$ cat src/rtl/chroni_vram_arbiter_if.sv
// Bus bundle between chroni, the CPU and the shared video RAM port.
// The arbiter takes the slave view; the requesters/RAM side takes the master view.
interface chroni_vram_arbiter_if;
    logic [12:0] vid_addr;
    logic        vid_rd_req;
    logic        vid_rd_ack;
    logic [7:0]  vid_data;

    logic [12:0] cpu_addr;
    logic [7:0]  cpu_wr_data;
    logic        cpu_we;
    logic        cpu_req;
    logic        cpu_ack;
    logic [7:0]  cpu_rd_data;

    logic [12:0] mem_addr;
    logic        mem_we;
    logic [7:0]  mem_wr_data;
    logic [7:0]  mem_rd_data;

    modport slave (
        input  vid_addr, vid_rd_req,
        input  cpu_addr, cpu_wr_data, cpu_we, cpu_req,
        input  mem_rd_data,
        output vid_rd_ack, vid_data,
        output cpu_ack, cpu_rd_data,
        output mem_addr, mem_we, mem_wr_data
    );

    modport master (
        output vid_addr, vid_rd_req,
        output cpu_addr, cpu_wr_data, cpu_we, cpu_req,
        output mem_rd_data,
        input  vid_rd_ack, vid_data,
        input  cpu_ack, cpu_rd_data,
        input  mem_addr, mem_we, mem_wr_data
    );
endinterface

$ cat src/rtl/chroni_vram_arbiter.sv
// Video-priority arbiter for the shared 8 KB chroni video RAM port (fixed-latency sync RAM).
// Optional macro VRAM_ARB_FAIRNESS_EN: grant the CPU after VID_BURST_MAX video grants while it waits.
module chroni_vram_arbiter #(
    parameter int MEM_LATENCY   = 1,
    parameter int VID_BURST_MAX = 4
) (
    input  logic                  sys_clk,
    input  logic                  reset_n,
    chroni_vram_arbiter_if.slave  bus,
    output logic                  busy
);
    localparam logic [1:0] ST_IDLE  = 2'd0;
    localparam logic [1:0] ST_ISSUE = 2'd1;
    localparam logic [1:0] ST_WAIT  = 2'd2;
    localparam logic [1:0] ST_ACK   = 2'd3;

    // WAIT counts down to zero; its last cycle is the one where read data is valid.
    localparam logic [1:0] WAIT_INIT = 2'(MEM_LATENCY - 1);

    logic [1:0]  state_reg, state_next;
    logic        owner_vid_reg, owner_vid_next;
    logic        write_reg, write_next;
    logic [1:0]  wait_cnt_reg, wait_cnt_next;
    logic [12:0] mem_addr_reg, mem_addr_next;
    logic        mem_we_reg, mem_we_next;
    logic [7:0]  mem_wr_data_reg, mem_wr_data_next;
    logic [7:0]  vid_data_reg, vid_data_next;
    logic [7:0]  cpu_rd_data_reg, cpu_rd_data_next;
    logic        vid_ack_reg, vid_ack_next;
    logic        cpu_ack_reg, cpu_ack_next;

    logic        cpu_turn;
    logic        grant_vid;
    logic        grant_cpu;

`ifdef VRAM_ARB_FAIRNESS_EN
    logic [2:0]  burst_cnt_reg, burst_cnt_next;

    assign cpu_turn = bus.cpu_req && (burst_cnt_reg == 3'(VID_BURST_MAX));

    // Counts video grants that overtook a waiting CPU; any CPU grant or idle CPU clears it.
    always_comb begin
        burst_cnt_next = burst_cnt_reg;
        if (state_reg == ST_IDLE) begin
            if (grant_cpu || !bus.cpu_req) begin
                burst_cnt_next = 3'd0;
            end else if (grant_vid) begin
                burst_cnt_next = burst_cnt_reg + 3'd1;
            end
        end
    end

    always_ff @(posedge sys_clk or negedge reset_n) begin
        if (!reset_n) begin
            burst_cnt_reg <= 3'd0;
        end else begin
            burst_cnt_reg <= burst_cnt_next;
        end
    end
`else
    logic unused_burst_cfg;

    assign cpu_turn         = 1'b0;
    assign unused_burst_cfg = (VID_BURST_MAX != 0);
`endif

    assign grant_vid = bus.vid_rd_req && !cpu_turn;
    assign grant_cpu = bus.cpu_req && (!bus.vid_rd_req || cpu_turn);

    always_comb begin
        state_next       = state_reg;
        owner_vid_next   = owner_vid_reg;
        write_next       = write_reg;
        wait_cnt_next    = wait_cnt_reg;
        mem_addr_next    = mem_addr_reg;
        mem_we_next      = 1'b0;
        mem_wr_data_next = mem_wr_data_reg;
        vid_data_next    = vid_data_reg;
        cpu_rd_data_next = cpu_rd_data_reg;
        vid_ack_next     = 1'b0;
        cpu_ack_next     = 1'b0;

        case (state_reg)
            ST_IDLE: begin
                // The memory port is loaded at grant so it is already valid in ISSUE.
                if (grant_vid) begin
                    state_next     = ST_ISSUE;
                    owner_vid_next = 1'b1;
                    write_next     = 1'b0;
                    mem_addr_next  = bus.vid_addr;
                end else if (grant_cpu) begin
                    state_next     = ST_ISSUE;
                    owner_vid_next = 1'b0;
                    write_next     = bus.cpu_we;
                    mem_addr_next  = bus.cpu_addr;
                    mem_we_next    = bus.cpu_we;
                    if (bus.cpu_we) begin
                        mem_wr_data_next = bus.cpu_wr_data;
                    end
                end
            end
            ST_ISSUE: begin
                if (write_reg) begin
                    state_next   = ST_ACK;
                    cpu_ack_next = 1'b1;
                end else begin
                    state_next    = ST_WAIT;
                    wait_cnt_next = WAIT_INIT;
                end
            end
            ST_WAIT: begin
                if (wait_cnt_reg == 2'd0) begin
                    state_next = ST_ACK;
                    if (owner_vid_reg) begin
                        vid_data_next = bus.mem_rd_data;
                        vid_ack_next  = 1'b1;
                    end else begin
                        cpu_rd_data_next = bus.mem_rd_data;
                        cpu_ack_next     = 1'b1;
                    end
                end else begin
                    wait_cnt_next = wait_cnt_reg - 2'd1;
                end
            end
            ST_ACK: begin
                state_next = ST_IDLE;
            end
            default: begin
                state_next = ST_IDLE;
            end
        endcase
    end

    always_ff @(posedge sys_clk or negedge reset_n) begin
        if (!reset_n) begin
            state_reg       <= ST_IDLE;
            owner_vid_reg   <= 1'b0;
            write_reg       <= 1'b0;
            wait_cnt_reg    <= 2'd0;
            mem_addr_reg    <= 13'd0;
            mem_we_reg      <= 1'b0;
            mem_wr_data_reg <= 8'd0;
            vid_data_reg    <= 8'd0;
            cpu_rd_data_reg <= 8'd0;
            vid_ack_reg     <= 1'b0;
            cpu_ack_reg     <= 1'b0;
        end else begin
            state_reg       <= state_next;
            owner_vid_reg   <= owner_vid_next;
            write_reg       <= write_next;
            wait_cnt_reg    <= wait_cnt_next;
            mem_addr_reg    <= mem_addr_next;
            mem_we_reg      <= mem_we_next;
            mem_wr_data_reg <= mem_wr_data_next;
            vid_data_reg    <= vid_data_next;
            cpu_rd_data_reg <= cpu_rd_data_next;
            vid_ack_reg     <= vid_ack_next;
            cpu_ack_reg     <= cpu_ack_next;
        end
    end

    assign bus.mem_addr    = mem_addr_reg;
    assign bus.mem_we      = mem_we_reg;
    assign bus.mem_wr_data = mem_wr_data_reg;
    assign bus.vid_rd_ack  = vid_ack_reg;
    assign bus.vid_data    = vid_data_reg;
    assign bus.cpu_ack     = cpu_ack_reg;
    assign bus.cpu_rd_data = cpu_rd_data_reg;
    assign busy            = (state_reg != ST_IDLE);
endmodule

$ cat src/flat_wrapper.sv
// flat-port wrapper written by rule: the top's interface ports become plain ports
module chroni_vram_arbiter_flat 
#(
    parameter int MEM_LATENCY   = 1,
    parameter int VID_BURST_MAX = 4
)
  (sys_clk, reset_n, busy, bus_vid_addr, bus_vid_rd_req, bus_cpu_addr, bus_cpu_wr_data, bus_cpu_we, bus_cpu_req, bus_mem_rd_data, bus_vid_rd_ack, bus_vid_data, bus_cpu_ack, bus_cpu_rd_data, bus_mem_addr, bus_mem_we, bus_mem_wr_data);
  chroni_vram_arbiter_if bus_i ();
  input  logic sys_clk;
  input  logic reset_n;
  output logic busy;
  input wire logic [$bits(bus_i.vid_addr)-1:0] bus_vid_addr;
  input wire logic [$bits(bus_i.vid_rd_req)-1:0] bus_vid_rd_req;
  input wire logic [$bits(bus_i.cpu_addr)-1:0] bus_cpu_addr;
  input wire logic [$bits(bus_i.cpu_wr_data)-1:0] bus_cpu_wr_data;
  input wire logic [$bits(bus_i.cpu_we)-1:0] bus_cpu_we;
  input wire logic [$bits(bus_i.cpu_req)-1:0] bus_cpu_req;
  input wire logic [$bits(bus_i.mem_rd_data)-1:0] bus_mem_rd_data;
  output wire logic [$bits(bus_i.vid_rd_ack)-1:0] bus_vid_rd_ack;
  output wire logic [$bits(bus_i.vid_data)-1:0] bus_vid_data;
  output wire logic [$bits(bus_i.cpu_ack)-1:0] bus_cpu_ack;
  output wire logic [$bits(bus_i.cpu_rd_data)-1:0] bus_cpu_rd_data;
  output wire logic [$bits(bus_i.mem_addr)-1:0] bus_mem_addr;
  output wire logic [$bits(bus_i.mem_we)-1:0] bus_mem_we;
  output wire logic [$bits(bus_i.mem_wr_data)-1:0] bus_mem_wr_data;
  assign bus_i.vid_addr = bus_vid_addr;
  assign bus_i.vid_rd_req = bus_vid_rd_req;
  assign bus_i.cpu_addr = bus_cpu_addr;
  assign bus_i.cpu_wr_data = bus_cpu_wr_data;
  assign bus_i.cpu_we = bus_cpu_we;
  assign bus_i.cpu_req = bus_cpu_req;
  assign bus_i.mem_rd_data = bus_mem_rd_data;
  assign bus_vid_rd_ack = bus_i.vid_rd_ack;
  assign bus_vid_data = bus_i.vid_data;
  assign bus_cpu_ack = bus_i.cpu_ack;
  assign bus_cpu_rd_data = bus_i.cpu_rd_data;
  assign bus_mem_addr = bus_i.mem_addr;
  assign bus_mem_we = bus_i.mem_we;
  assign bus_mem_wr_data = bus_i.mem_wr_data;
  chroni_vram_arbiter #(.MEM_LATENCY(MEM_LATENCY), .VID_BURST_MAX(VID_BURST_MAX)) u_core (.sys_clk(sys_clk), .reset_n(reset_n), .bus(bus_i), .busy(busy));
endmodule
$ cat config.mk
export PLATFORM = sky130hd
export DESIGN_NAME = chroni_vram_arbiter_flat
export DESIGN_NICKNAME = d
export VERILOG_FILES = /design/src/rtl/chroni_vram_arbiter_if.sv /design/src/rtl/chroni_vram_arbiter.sv /design/src/flat_wrapper.sv
export SDC_FILE = /design/constraint.sdc
export NUM_CORES = 1
export LEC_CHECK = 0
export BUFFER_PORTS_ARGS = -buffer_cell sky130_fd_sc_hd__buf_2
export CAP_MARGIN = 20
export CORE_UTILIZATION = 31
export DETAILED_ROUTE_END_ITERATION = 16
export SETUP_SLACK_MARGIN = 0.1
export SKIP_CTS_REPAIR_TIMING = 1
export SYNTH_ARGS = -nofsm -noshare
export SYNTH_HDL_FRONTEND = slang
export SYNTH_SLANG_ARGS = --single-unit
export TNS_END_PERCENT = 10
$ cat constraint.sdc
create_clock -name sys_clk -period 3 [get_ports sys_clk]
set_input_delay 0.15 -clock sys_clk [delete_from_list [all_inputs] [get_ports sys_clk]]
set_output_delay 0.15 -clock sys_clk [all_outputs]
set_load 0.005 [all_outputs]
==> flow_summary.ini <==
[grt]
grt_antenna_before_repair = 0
grtUsageMet3_pct = 4.11
grt-ovfl-total = 0
use_met2_pct = 21.9
grt_pass1_vias = 1387
grt_pass1_wl_microns = 6470
grt_usage_pct = 12.9
grt_max_degree = 47
top_usage_layer = met2
met1_usage_pct = 15.4

[clock_network]
cts_root_buffer = clkbuf_8
cts_tree = done
cts_sinks = 46
cts_buffers = 5
clkTransAtPathRegs_ns = 0.08
h-tree-depth = 2
clockBufferDepth = 2
clk_latency_ns = 0.29

[placed_design]
preCtsSetupSlack_ns = 1.25
gp_congestion = 0.760
dp_hpwl_microns = 2890
port_buffers = 87
placed_cells = 311

[final_layout]
final_cell_mix = buf_2 (87), dfrtp_1 (46), mux2_2 (24), nand2_1 (19), o21ai_0 (15)
layout_commonest_cell = buf_2
fin_cells = 320
layout.nets = 298
finish.utilization_pct = 43.5
n_antenna_cell = 0
syn_to_final_growth_pct = 32.6
layout-drive-gt1-share_pct = 51.0
largest_reg_flops = 13

[synth]
syn_avg_cell_area_sq_um = 12.9
yosysUniqueCellTypes = 26
synth_seq_area_share_pct = 58.2
syn_area_sq_um = 1980
synth_seq_cells = 46
ys_warn_count = 0
syn_inst = 154
synth_nets = 207

[timing]
fmax_mhz = 581
hold_viol = 0
whs_ns = 0.0832
setup_viol = 0
period_needed_ns = 1.72
drv_slew = 0
rsz0062_at_grt = no
fin_crit_sh_pct = 57.3
max_slew_margin_pct = 43.3
fin_setup_tns_ns = 0
finClkSkew_ns = 0.00350
tightest_slew_ns = 0.850
fin_ws_ns = 1.28

[setup_path]
path_class = reg2reg
critPathMaxFanout = 8
cp-end-kind = flip-flop
crit_required_ns = 3.18
critPathLaunchType = flip-flop
arrival_ns = 1.90

[power]
clock_power_share_pct = 19.1
combPwrFrac_pct = 37.8
p_leak_uw = 0.00137
p_sw_uw = 753
peakVddDrop_mv = 0.404
powerDensity_nw_per_um2 = 926
seqPwrFrac_pct = 43.1
switching_share_pct = 31.0
internal_power_uw = 1680

[drt]
drt_wl_total_microns = 3960
post-route-drc-count = 0
vias_per_cell = 4.47
firstDrtPassIters = 4
antenna_left = 0
wl_per_cell_microns = 12.4
vias = 1431
drt_iter0_drc = 54

[run_status]
status = finished clean

[die]
chipHeight_microns = 81.9
start_util_pct = 32.8
rows = 28
io_pins = 88
core_area_sq_um = 6030
die_area_sq_um = 6710
die_w_microns = 81.9

[min_path]
holdCritPathClass = in2reg

[run]
maxCapViolations = 0
## area by class of cell
class                   count  area (sq um)
clock inverters             1          30.0
fillers                   590          3400
multi-input cells          97           778
inverters                   6          22.5
repair buffers             89           465
flip-flops and latches     46          1150
well taps                  75          93.8
clock buffers               6          82.6
## worst max-delay path, cell delays in order, from the launching register on
cell,delay [ns]
dfrtp_1,0.39
inv_1,0.15
ha_1,0.29
nand3_1,0.38
mux2_2,0.40
## per-layer routing
metal | routed length [microns] | up-vias
li1 | - | 715
met3 | 274 | 6
met1 | 1810 | 653
met4 | 44 | 0
met2 | 1830 | 57
met5 | 0 | -
## cells in the mapped netlist
cell	count	area [sq um]
o21ai_1	1	5.00
buf_6	1	11.3
dfrtp_1	46	1150
inv_1	6	22.5
a22o_1	1	8.76
o211ai_1	1	7.51
o21ai_0	15	75.1
or3b_4	1	11.3
nand2_1	19	71.3
nand3_1	4	20.0
nand3b_1	1	7.51
or3_1	1	6.26
mux2i_1	13	130
o32ai_1	1	8.76
a21oi_1	1	5.00
nand4b_2	1	15.0
a21bo_2	1	10.0
a32oi_2	1	16.3
ha_1	6	75.1
and2_1	1	6.26
and2_4	1	8.76
buf_2	4	20.0
nor2_1	1	3.75
mux2_2	24	270
and3_1	1	6.26
nand2b_1	1	6.26
## stage by stage
stage | total power [uW] | cell area [sq um]
finish | 2430 | 2620
global route | 2650 | 2620
CTS | 2470 | 2590
detailed placement | 2000 | 2480
global placement | 1970 | 2480
floorplan | 1590 | 1980
## power by group through the flow
stage	sequential, uW	clock, uW	combinational, uW
floorplan	1080	0	507
global placement	1060	0	911
CTS	1050	484	937
finish	1050	463	920
detailed placement	1060	0	937
global route	1090	506	1050
## logic make-up after synthesis
group / count (synthesis) / synth area share, %
compound gates: 22 / 6.89
fa+ha+maj: 6 / 3.79
buf+inv: 11 / 2.72
flops: 46 / 58.2
mux: 37 / 20.2
simple gates: 32 / 8.22
## path summary, 6_finish.rpt
path                            cells after the start  slack (ns)                         to                    from
worst max-delay path                                4        1.28     u_core.bus.vid_data[6]     u_core.state_reg[0]
worst min-delay path                                2        0.08  u_core.bus.mem_wr_data[3]      bus_cpu_wr_data[3]
worst max register to register                      4        1.28     u_core.bus.vid_data[6]     u_core.state_reg[0]
worst min register to register                      2        0.48     u_core.bus.mem_addr[7]  u_core.bus.mem_addr[7]
max in group asynchronous                           3        2.18     u_core.wait_cnt_reg[0]                 reset_n
min in group asynchronous                           2        0.32     u_core.bus.mem_addr[1]                 reset_n
Note: power is estimated with default switching activity, not from simulation.
